`config.mk`:
```
export PLATFORM = sky130hd
export DESIGN_NAME = fc_xcvr_link_ctrl
export DESIGN_NICKNAME = d
export VERILOG_FILES = /design/src/rtl/fc_xcvr_pkg.sv /design/src/rtl/fc_xcvr_sync2.sv /design/src/rtl/fc_xcvr_link_ctrl.sv
export SDC_FILE = /design/constraint.sdc
export NUM_CORES = 1
export LEC_CHECK = 0
export ABC_CLOCK_PERIOD_IN_PS = 4100
export BUFFER_PORTS_ARGS = -buffer_cell sky130_fd_sc_hd__buf_4
export CAP_MARGIN = 40
export CORE_MARGIN = 4
export CORE_UTILIZATION = 30
export DETAILED_ROUTE_END_ITERATION = 16
export MAX_ROUTING_LAYER = met4
export PLACE_DENSITY = 0.43
export SETUP_SLACK_MARGIN = 0.05
export SYNTH_ARGS = -nofsm -noshare
export SYNTH_HDL_FRONTEND = slang
export SYNTH_SLANG_ARGS = --single-unit
```
`constraint.sdc`:
```
create_clock -name clk -period 4.1 [get_ports clk]
set_clock_uncertainty 0.15 [all_clocks]
set_input_delay 0.41 -clock clk [delete_from_list [all_inputs] [get_ports clk]]
set_output_delay 0.41 -clock clk [all_outputs]
set_load 0.005 [all_outputs]
```
`src/rtl/fc_xcvr_pkg.sv`:
```
// Shared types and constants for the Fibre Channel transceiver link sequencer.
package fc_xcvr_pkg;

  typedef enum logic [2:0] {
    IDLE      = 3'd0,
    HOLD      = 3'd1,
    WAIT_TX   = 3'd2,
    WAIT_RX   = 3'd3,
    WAIT_SYNC = 3'd4,
    LINK_UP   = 3'd5,
    BACKOFF   = 3'd6
  } state_t;

  localparam int RETRAIN_CNT_W = 16;

endpackage

```
`src/rtl/fc_xcvr_sync2.sv`:
```
// Two-flop synchronizer for a bundle of quasi-static status bits from the PHY domain.
module fc_xcvr_sync2 #(
  parameter int WIDTH = 1
) (
  input  logic             clk,
  input  logic             reset,
  input  logic [WIDTH-1:0] d,
  output logic [WIDTH-1:0] q
);

  logic [WIDTH-1:0] meta_r;
  logic [WIDTH-1:0] sync_r;

  // Two-stage capture; only the second stage is consumed downstream.
  always_ff @(posedge clk) begin
    if (reset) begin
      meta_r <= '0;
      sync_r <= '0;
    end else begin
      meta_r <= d;
      sync_r <= meta_r;
    end
  end

  assign q = sync_r;

endmodule

```
`src/rtl/fc_xcvr_link_ctrl.sv`:
```
// PHY bring-up / supervision sequencer: reset hold, TX/RX ready, lane sync,
// link monitoring with debounced sync loss, and timed backoff before retrain.
module fc_xcvr_link_ctrl
  import fc_xcvr_pkg::*;
#(
  parameter int RESET_HOLD_CYCLES  = 64,
  parameter int TX_READY_TIMEOUT   = 100000,
  parameter int RX_READY_TIMEOUT   = 100000,
  parameter int SYNC_TIMEOUT       = 50000,
  parameter int SYNC_LOSS_DEBOUNCE = 16,
  parameter int BACKOFF_CYCLES     = 1000,
  parameter int LANES              = 4
) (
  input  logic                     clk,
  input  logic                     reset,
  input  logic                     enable,
  input  logic                     phy_tx_ready,
  input  logic                     phy_rx_ready,
  input  logic [LANES-1:0]         phy_rx_syncstatus,
  output logic                     phy_reset,
  output logic                     link_up,
  output logic [2:0]               state,
  output logic [RETRAIN_CNT_W-1:0] retrain_count,
  output logic                     timeout_err,
  input  logic                     clear_stats
);

  localparam int T_MAX_A = (RESET_HOLD_CYCLES > TX_READY_TIMEOUT) ? RESET_HOLD_CYCLES : TX_READY_TIMEOUT;
  localparam int T_MAX_B = (RX_READY_TIMEOUT > SYNC_TIMEOUT) ? RX_READY_TIMEOUT : SYNC_TIMEOUT;
  localparam int T_MAX_C = (T_MAX_A > T_MAX_B) ? T_MAX_A : T_MAX_B;
  localparam int T_MAX   = (T_MAX_C > BACKOFF_CYCLES) ? T_MAX_C : BACKOFF_CYCLES;
  localparam int TIMER_W = $clog2(T_MAX) + 1;
  localparam int LOSS_W  = $clog2(SYNC_LOSS_DEBOUNCE + 1);

  localparam logic [TIMER_W-1:0] HOLD_LOAD    = TIMER_W'(RESET_HOLD_CYCLES - 1);
  localparam logic [TIMER_W-1:0] TX_LOAD      = TIMER_W'(TX_READY_TIMEOUT - 1);
  localparam logic [TIMER_W-1:0] RX_LOAD      = TIMER_W'(RX_READY_TIMEOUT - 1);
  localparam logic [TIMER_W-1:0] SYNC_LOAD    = TIMER_W'(SYNC_TIMEOUT - 1);
  localparam logic [TIMER_W-1:0] BACKOFF_LOAD = TIMER_W'(BACKOFF_CYCLES - 1);
  localparam logic [LOSS_W-1:0]  LOSS_LAST    = LOSS_W'(SYNC_LOSS_DEBOUNCE - 1);
  localparam logic [RETRAIN_CNT_W-1:0] RETRAIN_MAX = {RETRAIN_CNT_W{1'b1}};

  logic [LANES+1:0] sync_in_s;
  logic [LANES+1:0] sync_out_s;
  logic             tx_ready_s;
  logic             rx_ready_s;
  logic             sync_all_s;

  state_t                   state_r;
  state_t                   state_nxt_s;
  logic [TIMER_W-1:0]       timer_r;
  logic [TIMER_W-1:0]       timer_nxt_s;
  logic [LOSS_W-1:0]        loss_r;
  logic [LOSS_W-1:0]        loss_nxt_s;
  logic                     expired_s;
  logic                     timeout_s;
  logic                     backoff_entry_s;
  logic                     phy_reset_r;
  logic                     link_up_r;
  logic [RETRAIN_CNT_W-1:0] retrain_cnt_r;
  logic [RETRAIN_CNT_W-1:0] retrain_nxt_s;
  logic                     timeout_err_r;
  logic                     timeout_err_nxt_s;

  assign sync_in_s = {phy_tx_ready, phy_rx_ready, phy_rx_syncstatus};

  fc_xcvr_sync2 #(.WIDTH(LANES + 2)) u_sync (
    .clk   (clk),
    .reset (reset),
    .d     (sync_in_s),
    .q     (sync_out_s)
  );

  assign tx_ready_s = sync_out_s[LANES+1];
  assign rx_ready_s = sync_out_s[LANES];
  assign sync_all_s = &sync_out_s[LANES-1:0];
  assign expired_s  = (timer_r == {TIMER_W{1'b0}});

  // Next-state selection: enable drop beats success, success beats expiry.
  always_comb begin
    state_nxt_s = state_r;
    timeout_s   = 1'b0;
    if (!enable) begin
      state_nxt_s = IDLE;
    end else begin
      case (state_r)
        IDLE: state_nxt_s = HOLD;
        HOLD: begin
          if (expired_s) state_nxt_s = WAIT_TX;
          else           state_nxt_s = HOLD;
        end
        WAIT_TX: begin
          if (tx_ready_s) begin
            state_nxt_s = WAIT_RX;
          end else if (expired_s) begin
            state_nxt_s = BACKOFF;
            timeout_s   = 1'b1;
          end else begin
            state_nxt_s = WAIT_TX;
          end
        end
        WAIT_RX: begin
          if (rx_ready_s) begin
            state_nxt_s = WAIT_SYNC;
          end else if (!tx_ready_s) begin
            state_nxt_s = BACKOFF;
          end else if (expired_s) begin
            state_nxt_s = BACKOFF;
            timeout_s   = 1'b1;
          end else begin
            state_nxt_s = WAIT_RX;
          end
        end
        WAIT_SYNC: begin
          if (sync_all_s) begin
            state_nxt_s = LINK_UP;
          end else if (expired_s) begin
            state_nxt_s = BACKOFF;
            timeout_s   = 1'b1;
          end else begin
            state_nxt_s = WAIT_SYNC;
          end
        end
        LINK_UP: begin
          if (!tx_ready_s || !rx_ready_s) begin
            state_nxt_s = BACKOFF;
          end else if (!sync_all_s && (loss_r == LOSS_LAST)) begin
            state_nxt_s = BACKOFF;
          end else begin
            state_nxt_s = LINK_UP;
          end
        end
        BACKOFF: begin
          if (expired_s) state_nxt_s = HOLD;
          else           state_nxt_s = BACKOFF;
        end
        default: state_nxt_s = IDLE;
      endcase
    end
  end

  // Timer reload on state entry, loss run length, and statistics update.
  always_comb begin
    timer_nxt_s       = timer_r;
    loss_nxt_s        = {LOSS_W{1'b0}};
    retrain_nxt_s     = retrain_cnt_r;
    timeout_err_nxt_s = timeout_err_r;
    backoff_entry_s   = (state_nxt_s == BACKOFF) && (state_r != BACKOFF);

    if (state_nxt_s != state_r) begin
      case (state_nxt_s)
        HOLD:      timer_nxt_s = HOLD_LOAD;
        WAIT_TX:   timer_nxt_s = TX_LOAD;
        WAIT_RX:   timer_nxt_s = RX_LOAD;
        WAIT_SYNC: timer_nxt_s = SYNC_LOAD;
        BACKOFF:   timer_nxt_s = BACKOFF_LOAD;
        default:   timer_nxt_s = {TIMER_W{1'b0}};
      endcase
    end else if (!expired_s) begin
      timer_nxt_s = timer_r - {{(TIMER_W-1){1'b0}}, 1'b1};
    end else begin
      timer_nxt_s = timer_r;
    end

    // Run length only survives while the link stays up.
    if ((state_r == LINK_UP) && (state_nxt_s == LINK_UP) && !sync_all_s) begin
      loss_nxt_s = loss_r + {{(LOSS_W-1){1'b0}}, 1'b1};
    end else begin
      loss_nxt_s = {LOSS_W{1'b0}};
    end

    if (clear_stats) begin
      retrain_nxt_s     = {RETRAIN_CNT_W{1'b0}};
      timeout_err_nxt_s = 1'b0;
    end else begin
      if (backoff_entry_s && (retrain_cnt_r != RETRAIN_MAX)) begin
        retrain_nxt_s = retrain_cnt_r + {{(RETRAIN_CNT_W-1){1'b0}}, 1'b1};
      end else begin
        retrain_nxt_s = retrain_cnt_r;
      end
      if (timeout_s) timeout_err_nxt_s = 1'b1;
      else           timeout_err_nxt_s = timeout_err_r;
    end
  end

  // State, timer, counters and registered outputs.
  always_ff @(posedge clk) begin
    if (reset) begin
      state_r       <= IDLE;
      timer_r       <= {TIMER_W{1'b0}};
      loss_r        <= {LOSS_W{1'b0}};
      phy_reset_r   <= 1'b1;
      link_up_r     <= 1'b0;
      retrain_cnt_r <= {RETRAIN_CNT_W{1'b0}};
      timeout_err_r <= 1'b0;
    end else begin
      state_r       <= state_nxt_s;
      timer_r       <= timer_nxt_s;
      loss_r        <= loss_nxt_s;
      phy_reset_r   <= (state_nxt_s == IDLE) || (state_nxt_s == HOLD) || (state_nxt_s == BACKOFF);
      link_up_r     <= (state_r == LINK_UP) && (state_nxt_s == LINK_UP);
      retrain_cnt_r <= retrain_nxt_s;
      timeout_err_r <= timeout_err_nxt_s;
    end
  end

  assign state         = state_r;
  assign phy_reset     = phy_reset_r;
  assign link_up       = link_up_r;
  assign retrain_count = retrain_cnt_r;
  assign timeout_err   = timeout_err_r;

endmodule

```
# ---- Yosys cells after proc, flatten, opt, wreduce, memory -nomap -nowiden
# Index checks and enable logic that the tools add are counted.
dict set report word_totals {
  reg_bits 57
  out_inout_bits 22
  wordCells 71
}
dict set report op_classes {
  n_mux 23
  bitwise_logic 1
  n_addsub 3
  n_reduce_logical 18
  eq_ne 17
}
# cell n
set op_table {}
lappend op_table {{$pmux W17 S4} 1}
lappend op_table {{$mux W18} 2}
lappend op_table {{$mux W3} 7}
lappend op_table {{$pmux W3 S7} 1}
lappend op_table {{$eq A3 B3 Y1 const B} 6}
lappend op_table {{$logic_not A18 Y1} 1}
lappend op_table {{$sub A18 B1 Y18 const B} 1}
lappend op_table {{$add A16 B1 Y16 const B} 1}
lappend op_table {{$ne A16 B16 Y1 const B} 1}
lappend op_table {{$eq A3 B2 Y1 const B} 4}
lappend op_table {{$mux W2} 5}
lappend op_table {{$eq A3 B1 Y1 const B} 2}
lappend op_table {{$logic_not A3 Y1} 2}
lappend op_table {{$mux W1} 6}
lappend op_table {{$reduce_or A2 Y1} 3}
lappend op_table {{$add A5 B1 Y5 const B} 1}
lappend op_table {{$eq A5 B4 Y1 const B} 1}
lappend op_table {{$logic_and A1 B1 Y1} 5}
lappend op_table {{$reduce_and A4 Y1} 1}
lappend op_table {{$logic_not A1 Y1} 3}
lappend op_table {{$logic_or A1 B1 Y1} 3}
lappend op_table {{$ne A3 B3 Y1} 1}
lappend op_table {{$ne A3 B3 Y1 const B} 1}
lappend op_table {{$pmux W1 S3} 1}
lappend op_table {{other kinds (2)} 2}

# ---- Logic depth before layout (Yosys ltp)
# Gate-level depths: netlist of the first run.
dict set report depth {
  depth_word 12
  ltp_mapped 12
  mapped_depth_nobuf 9
}

# ---- By module
# Synthesis of the first run repeated with hierarchy kept, for this count alone.
dict set report hier_totals {
  cells_unflattened 349
  hier_area_um2 3006.6
}
# module instances area_each_um2 cells_per_inst
set modules_own_cells {}
lappend modules_own_cells {fc_xcvr_link_ctrl 1 2640.0 324}
lappend modules_own_cells {fc_xcvr_sync2 1 366.6 25}

# ---- Worst setup path after synthesis of the first run
# OpenSTA, ideal clock, no wires.
dict set report synth_path {
  path_kind {register to register}
  start {register timer_r[0]}
  end {register retrain_cnt_r[4] (netlist: retrain_count[4])}
  n_path_buf 3
  path_stages_with_launch 13
  path_slack_ps 1057
  period_less_slack_ps 3043
  arrival_time_ps 2760
  cell_sequence {dfxtp_1 > inv_1 > ha_1 > or4b_4 > or2_1 > buf_6 > nor4_4 > o31ai_2 > or3_4 > buf_6 > buf_2 > o31ai_1 > a21oi_1}
}
dict set report synth_between {
  elab_chain_cells 9
}
# item line
set synth_rtl {}
lappend synth_rtl {{start, declared} fc_xcvr_link_ctrl.sv:51} ;# logic [TIMER_W-1:0] timer_r;
lappend synth_rtl {{start signal, assigned} fc_xcvr_link_ctrl.sv:190} ;# timer_r <= {TIMER_W{1'b0}};
lappend synth_rtl {{start signal, assigned} fc_xcvr_link_ctrl.sv:198} ;# timer_r <= timer_nxt_s;
lappend synth_rtl {{$logic_not A18 Y1 *} fc_xcvr_link_ctrl.sv:77} ;# assign expired_s = (timer_r == {TIMER_W{1'b0}});
lappend synth_rtl {{$mux W3} fc_xcvr_link_ctrl.sv:107} ;# end else if (expired_s) begin
lappend synth_rtl {{$mux W3} fc_xcvr_link_ctrl.sv:105} ;# end else if (!tx_ready_s) begin
lappend synth_rtl {{$mux W3} fc_xcvr_link_ctrl.sv:103} ;# if (rx_ready_s) begin
lappend synth_rtl {{$pmux W3 S7 *} fc_xcvr_link_ctrl.sv:86} ;# case (state_r)
lappend synth_rtl {{$mux W3 *} fc_xcvr_link_ctrl.sv:83} ;# if (!enable) begin
lappend synth_rtl {{$eq A3 B3 Y1 *} fc_xcvr_link_ctrl.sv:148} ;# backoff_entry_s = (state_nxt_s == BACKOFF) && (state_r != BACKOFF);
lappend synth_rtl {{$logic_and A1 B1 Y1 *} fc_xcvr_link_ctrl.sv:148}
lappend synth_rtl {{$logic_and A1 B1 Y1 *} fc_xcvr_link_ctrl.sv:176} ;# if (backoff_entry_s && (retrain_cnt_r != RETRAIN_MAX)) begin
lappend synth_rtl {{end signal, assigned} fc_xcvr_link_ctrl.sv:194} ;# retrain_cnt_r <= {RETRAIN_CNT_W{1'b0}};
lappend synth_rtl {{end signal, assigned} fc_xcvr_link_ctrl.sv:202} ;# retrain_cnt_r <= retrain_nxt_s;
lappend synth_rtl {{end, declared} fc_xcvr_link_ctrl.sv:60} ;# logic [RETRAIN_CNT_W-1:0] retrain_cnt_r;
# Every way passes the cells marked *; elsewhere a longest branch is shown, timed or not.
# A chain may end at the register's enable or synchronous reset.

# ---- Worst setup path in the final report of the first run
dict set report layout_path {
  start {register timer_r[0]}
  end {register retrain_cnt_r[6] (netlist: retrain_count[6])}
}
# Same word-level chain as after synthesis.

==> impl_metrics.toml, run 1 <==
[run_status]
status = "complete, no violations"

[clock_network]
post-cts-setup-buffers = 0
htreeDepth = 3
cts-buffers-inserted = 9
cts_tree = "done"
root_buffer = "clkbuf_8"
clkTransAtPathRegs_ns = 0.07
insertion_delay_ns = 0.34
cts_resized = 0
clock-sinks = 57
cts_buffer_depth = 2
holdBufCountCts = 0

[yosys]
synthFlopType = "dfxtp_1"
synthArstFlopShare_pct = 0
synth_area_um2 = 3010
syn_area_per_cell_um2 = 8.47
syn_inst = 355
ys_seq_area_share_pct = 38.0
ys_seq_elements = 57
synth_edf_count = 0
synth_cell_types = 63
yosys_warnings = 0
synth_nets = 369

[layout]
syn2layout_area_growth_pct = 19.0
stdcell_area_um2 = 3580
ff_latch_area_um2 = 1140
final_core_util_pct = 36.6
num_antenna_cells = 0
drive_gt1_share_pct = 19.7
multi_input_area_um2 = 1740
fillers = 1024
finalNetCount = 400

[power]
p_int_mw = 1.28
totalPowerFinal_mw = 2.10
swShare_pct = 38.8
comb_power_share_pct = 40.2
leakagePower_nw = 1.31
ir_worst_vdd_uv = 151
p_clk_share_pct = 26.0
power.switching_mw = 0.814
seqPwrFrac_pct = 33.8
power_density_nw_per_um2 = 586

[critical_path]
cpPeakStageDelay_ns = 0.56
crit_chain = "inv_1, ha_1, or4b_4, or2_1, o21ai_0, o211ai_2, or3_4, or4_1, a21oi_1"
crit_family = "simple AND/OR/NAND/NOR gates"
startpoint_type = "flip-flop"
slowest_stage = "or3_4"
crit_arrival_ns = 3.61
reg2reg_to = "retrain_count[6]"
reg2reg_from = "timer_r[0]"
worstSetupEndpointType = "flip-flop"
r2r_setup_slack_ns = 0.61
path_max_fanout = 24
path_class = "flip-flop to flip-flop"
crit_required_ns = 4.22
path_buf_inv = 1
reg2reg_depth = 9

[place]
preCtsSetupSlack_ns = 0.607
io_buffers = 31
dp_hpwl_mm = 5.65
place_congestion = 0.828
place_area_um2 = 3370

[drt]
vias = 2702
wl_per_cell_um = 15.0
final_antenna_net_count = 0
drtPass1Iterations = 4
viasPerCell = 5.16
drt_iter0_markers = 138
wirelength_mm = 7.84
remaining_drc_errors = 0

[floorplan]
fp.dieW_um = 108
die_h_um = 108
fp-row-count = 36
initial_core_util_pct = 30.8
ioPinCount = 32
fp.dieArea_um2 = 11700
core_area_um2 = 9770

[sta]
rsz0062_at_grt = "false"
setup_violations = 0
worst_pin_slew_ns = 0.856
slew_headroom_pct = 42.8
hold_viol_final = 0
finalCritPeriodShare_pct = 85.1
setup_tns_ns = 0
drv_slew = 0
min_period_ns = 3.49
fmax_mhz = 287
setup_slack_ns = 0.610

[job]
maxCapViolCount = 0

[min_path]
hp-class = "primary input to flip-flop"
min_from = "phy_rx_syncstatus[3]"
holdPathEnd = "u_sync.meta_r[3]"
min_path_cells = 2

[global_route]
antenna_found_initial = 0
gr-total-overflow = 0
track_usage_pct = 14.5
grt_pass1_wl_mm = 13.0
grt_pass1_vias = 2478
grt_max_degree = 30
[cell usage after synthesis, drive strengths merged (2+ instances only)]
library cell	number	area (um^2)
dfxtp	57	1140
nor2	28	108
a21oi	25	125
nand2	25	93.8
nor3	22	110
nand3	17	90.1
nor2b	16	100
inv	13	48.8
clkbuf	12	45.0
nor4	11	103
xor2	11	96.3
a211oi	9	67.6
and3	9	57.6
o31ai	8	65.1
or4	8	65.1
nand4	7	43.8
o21ai	6	30.0
or3	6	42.5
xnor2	6	52.6
buf	5	35.0
ha	4	50.1
nand4b	4	35.0
o41ai	4	35.0
a31o	3	26.3
a31oi	3	18.8
and2	3	20.0
mux2i	3	30.0
nand2b	3	18.8
or2	3	18.8
mux2	2	22.5
nor3b	2	15.0
nor4b	2	38.8
o211ai	2	20.0
o21bai	2	15.0
or4b	2	23.8
[stage by stage]
step | hold WS [ns] | cells
floorplan | 0.264 | 355
global placement | 0.274 | 508
detailed placement | 0.273 | 508
CTS | 0.110 | 524
global route | 0.113 | 524
finish | 0.130 | 524
[cell families after synthesis]
logic type | Yosys count | synth area share, %
AND/OR/NAND/NOR | 170 | 33.3
adder cells (fa/ha/maj) | 4 | 1.66
multiplexers | 5 | 1.75
XOR/XNOR | 17 | 4.95
AO/OA/AOI/OAI | 72 | 16.1
buffers and inverters | 30 | 4.29
flip-flops | 57 | 38.0
[metal layers]
| metal | wire length [um] | global-route usage (%) |
|---|---|---|
| met5 | 0 | - |
| met1 | 3890 | 20.1 |
| met2 | 3440 | 20.8 |
| met4 | 78 | 4.06 |
| met3 | 423 | 3.94 |
[power groups by stage]
stage / Combinational [mW] / Sequential, mW / Clock [mW]
after floorplan: 0.691 / 0.693 / 0
final: 0.843 / 0.709 / 0.546
after CTS: 0.845 / 0.709 / 0.566
after global placement: 0.847 / 0.723 / 0
after detailed placement: 0.841 / 0.721 / 0
after global routing: 0.949 / 0.722 / 0.582
[cell type report]
| class | instances | share of cell area (%) |
|---|---|---|
| Clock inverter | 4 | 1.43 |
| Clock buffer | 12 | 4.34 |
| Timing Repair Buffer | 37 | 7.76 |
| Multi-Input combinational cell | 268 | 48.5 |
| Sequential cell | 57 | 31.9 |
| Tap cell | 133 | 4.65 |
| Inverter | 13 | 1.36 |
[flip-flops by register name, summed over array words and instances (netlist names)]
register,flops
timeout_err,1
timer_r,18
phy_reset,1
u_sync.meta_r,6
retrain_count,16
state,3
loss_r,5
u_sync.q,6
link_up,1
[cells in the final DEF, fill, tap and decap left out, types with 2 or more instances in the layout]
master    count
nand3_1      16
or4_1         6
o21ai_0       6
mux2i_1       3
dfxtp_1      57
a31o_2        3
buf_4        37
o31ai_1       7
and3_1        8
and2_1        2
or3_1         5
nand4b_1      4
clkbuf_8     11
inv_1        13
nor3_1       22
nor2_1       27
o21bai_1      2
nand2_1      25
a21oi_1      25
nor2b_1      16
nand4_1       7
mux2_2        2
nor4_2        3
ha_1          4
xnor2_1       6
a211oi_1      9
nor4_1        7
nand2b_1      3
a31oi_1       3
o41ai_1       4
or2_2         2
xor2_1       11
nor3b_1       2
[worst max path at each step]
| stage | start | end | slack [ns] | cells past startpoint |
|---|---|---|---|---|
| after CTS | timer_r[0] | retrain_count[6] | 0.61 | 9 |
| after global placement | timer_r[0] | retrain_count[8] | 0.74 | 9 |
| after floorplan | timer_r[0] | retrain_count[4] | 1.06 | 12 |
| after detailed placement | timer_r[0] | retrain_count[6] | 0.61 | 9 |
| after global routing | timer_r[0] | retrain_count[6] | 0.40 | 9 |
| final | timer_r[0] | retrain_count[6] | 0.61 | 9 |
No activity file was read; power rests on OpenSTA's default activity.
==> inputs of run 2 (changes only) <==
PLACE_DENSITY = not set   (was 0.43)
==> run 2 against run 1 <==
Compared with the run above:
- global-route usage fell by 0.36 points
- wire length fell by 6.5%
- critical path type unchanged
- sequential power barely moved
- combinational power fell by 2%
- non-clock buffer count fell by 3
- design area fell by 0.77%
- worst setup slack improved by 0.052 ns
- core utilization fell by 0.28 points
- total power fell by 1.3%
- critical endpoint is now retrain_count[10]
- largest power group unchanged
- maximum frequency rose by 1.5%
- sequential share of layout area rose by 0.25 points
- count of clock-buffer cells in the layout fell by 3
==> impl_metrics.toml, run 2 (synthesized netlist as in run 1, its figures left out) <==
[run_status]
status = "complete, no violations"

[floorplan]
core_area_um2 = 9770
initial_core_util_pct = 30.8
fp.dieW_um = 108
fp-row-count = 36
ioPinCount = 32
die_h_um = 108
fp.dieArea_um2 = 11700

[critical_path]
slowest_stage = "or3_4"
path_max_fanout = 24
cpPeakStageDelay_ns = 0.56
crit_required_ns = 4.22
reg2reg_depth = 9
reg2reg_from = "timer_r[0]"
worstSetupEndpointType = "flip-flop"
reg2reg_to = "retrain_count[10]"
startpoint_type = "flip-flop"
crit_arrival_ns = 3.56
crit_chain = "inv_1, ha_1, or4b_4, or2_1, o21ai_0, o211ai_2, or3_4, or4_1, a21oi_1"
r2r_setup_slack_ns = 0.66
path_class = "flip-flop to flip-flop"

[layout]
drive_gt1_share_pct = 19.3
final_common_cell = "dfxtp_1"
final_cell_mix = "dfxtp_1, buf_4, nor2_1"
num_antenna_cells = 0
syn2layout_area_growth_pct = 18.1
max_flop_register = "timer_r"
largest_reg_flops = 18
finalNetCount = 397

[sta]
hold_viol_final = 0
worst_pin_slew_ns = 0.724
min_period_ns = 3.44
setup_tns_ns = 0
fmax_mhz = 291
drv_slew = 0
whs_ns = 0.120
setup_violations = 0
rsz0062_at_grt = "false"
finalCritPeriodShare_pct = 83.9
setup_slack_ns = 0.662
slew_headroom_pct = 51.7

[clock_network]
post-cts-setup-buffers = 0
htreeDepth = 3
clock-sinks = 57
holdBufCountCts = 0
cts_resized = 0
cts_buffer_depth = 2
clkTransAtPathRegs_ns = 0.07
cts_tree = "done"
cts-buffers-inserted = 9
root_buffer = "clkbuf_8"
insertion_delay_ns = 0.34

[global_route]
grt_pass1_vias = 2612
grt_pass1_wl_mm = 12.8
grt_max_degree = 30
track_usage_pct = 14.2
gr-total-overflow = 0
antenna_found_initial = 0

[min_path]
min_from = "phy_rx_syncstatus[0]"
hp-class = "primary input to flip-flop"
holdPathEnd = "u_sync.meta_r[0]"
min_path_cells = 2

[drt]
final_antenna_net_count = 0
remaining_drc_errors = 0
wirelength_mm = 7.33
viasPerCell = 5.17
vias = 2693
drtPass1Iterations = 4
wl_per_cell_um = 14.1
drt_iter0_markers = 160

[job]
maxCapViolCount = 0

[place]
dp_hpwl_mm = 5.13
place_congestion = 0.901
preCtsSetupSlack_ns = 0.685
io_buffers = 31

[power]
totalPowerFinal_mw = 2.07
ir_worst_vdd_uv = 310
power_density_nw_per_um2 = 583
leakagePower_nw = 1.29
run 2: cell count changes in the layout (fill, tap and decap cells not counted):
cell,before,now
buf_4,37,34
clkinv_4,1,2
inv_6,0,2
clkbuf_8,11,9
clkbuf_1,1,0
run 2: worst max-delay path, delay by kind of cell, from the launching register on:
family,cells,cell delay (ns)
and+or+nand+nor,4,1.97
AOI/OAI and AO/OA,3,0.66
adders and majority gates,1,0.20
buffers and inverters,1,0.08
DFF,1,0.32
run 2: layout make-up:
type                       instances  area (um^2)
inverter                          13         48.8
fill                            1003         6220
clock buffer                       9          124
multi-input combinational        268         1740
sequential                        57         1140
tap                              133          166
clock inverter                     7         77.6
timing repair buffer              34          255
run 2: report_power, final:
group / internal, mW / leakage [nW] / switching [mW] / total (mW)
logic: 0.336 / 0.727 / 0.490 / 0.827
registers: 0.629 / 0.464 / 0.0825 / 0.711
clock network: 0.285 / 0.100 / 0.246 / 0.531
total: 1.25 / 1.29 / 0.819 / 2.07
run 2: through the flow:
stage	utilization (%)	instance area [um^2]	cells
3_5_place_dp	34.3	3350	505
5_1_grt	36.3	3550	521
3_3_place_gp	34.3	3350	505
2_1_floorplan	-	3010	355
6_report	36.3	3550	521
4_1_cts	36.3	3550	521
run 2: worst max-delay path by stage:
| stage | start | endpoint | slack (ns) | depth (start not counted) |
|---|---|---|---|---|
| floorplan | timer_r[0] | retrain_count[4] | 1.06 | 12 |
| global placement | timer_r[0] | retrain_count[10] | 0.79 | 9 |
| detailed placement | timer_r[0] | retrain_count[10] | 0.68 | 9 |
| CTS | timer_r[0] | retrain_count[10] | 0.67 | 9 |
| global route | timer_r[0] | retrain_count[4] | 0.47 | 9 |
| finish | timer_r[0] | retrain_count[10] | 0.66 | 9 |
run 2: routing by layer:
metal	share of wire [%]	wire [um]	track usage, %	vias up
li1	-	-	-	1368
met1	50	3700	18.5	1271
met2	44	3230	20.6	46
met3	3.8	278	4.42	8
met4	1.6	114	4.96	0
met5	0	0	-	-
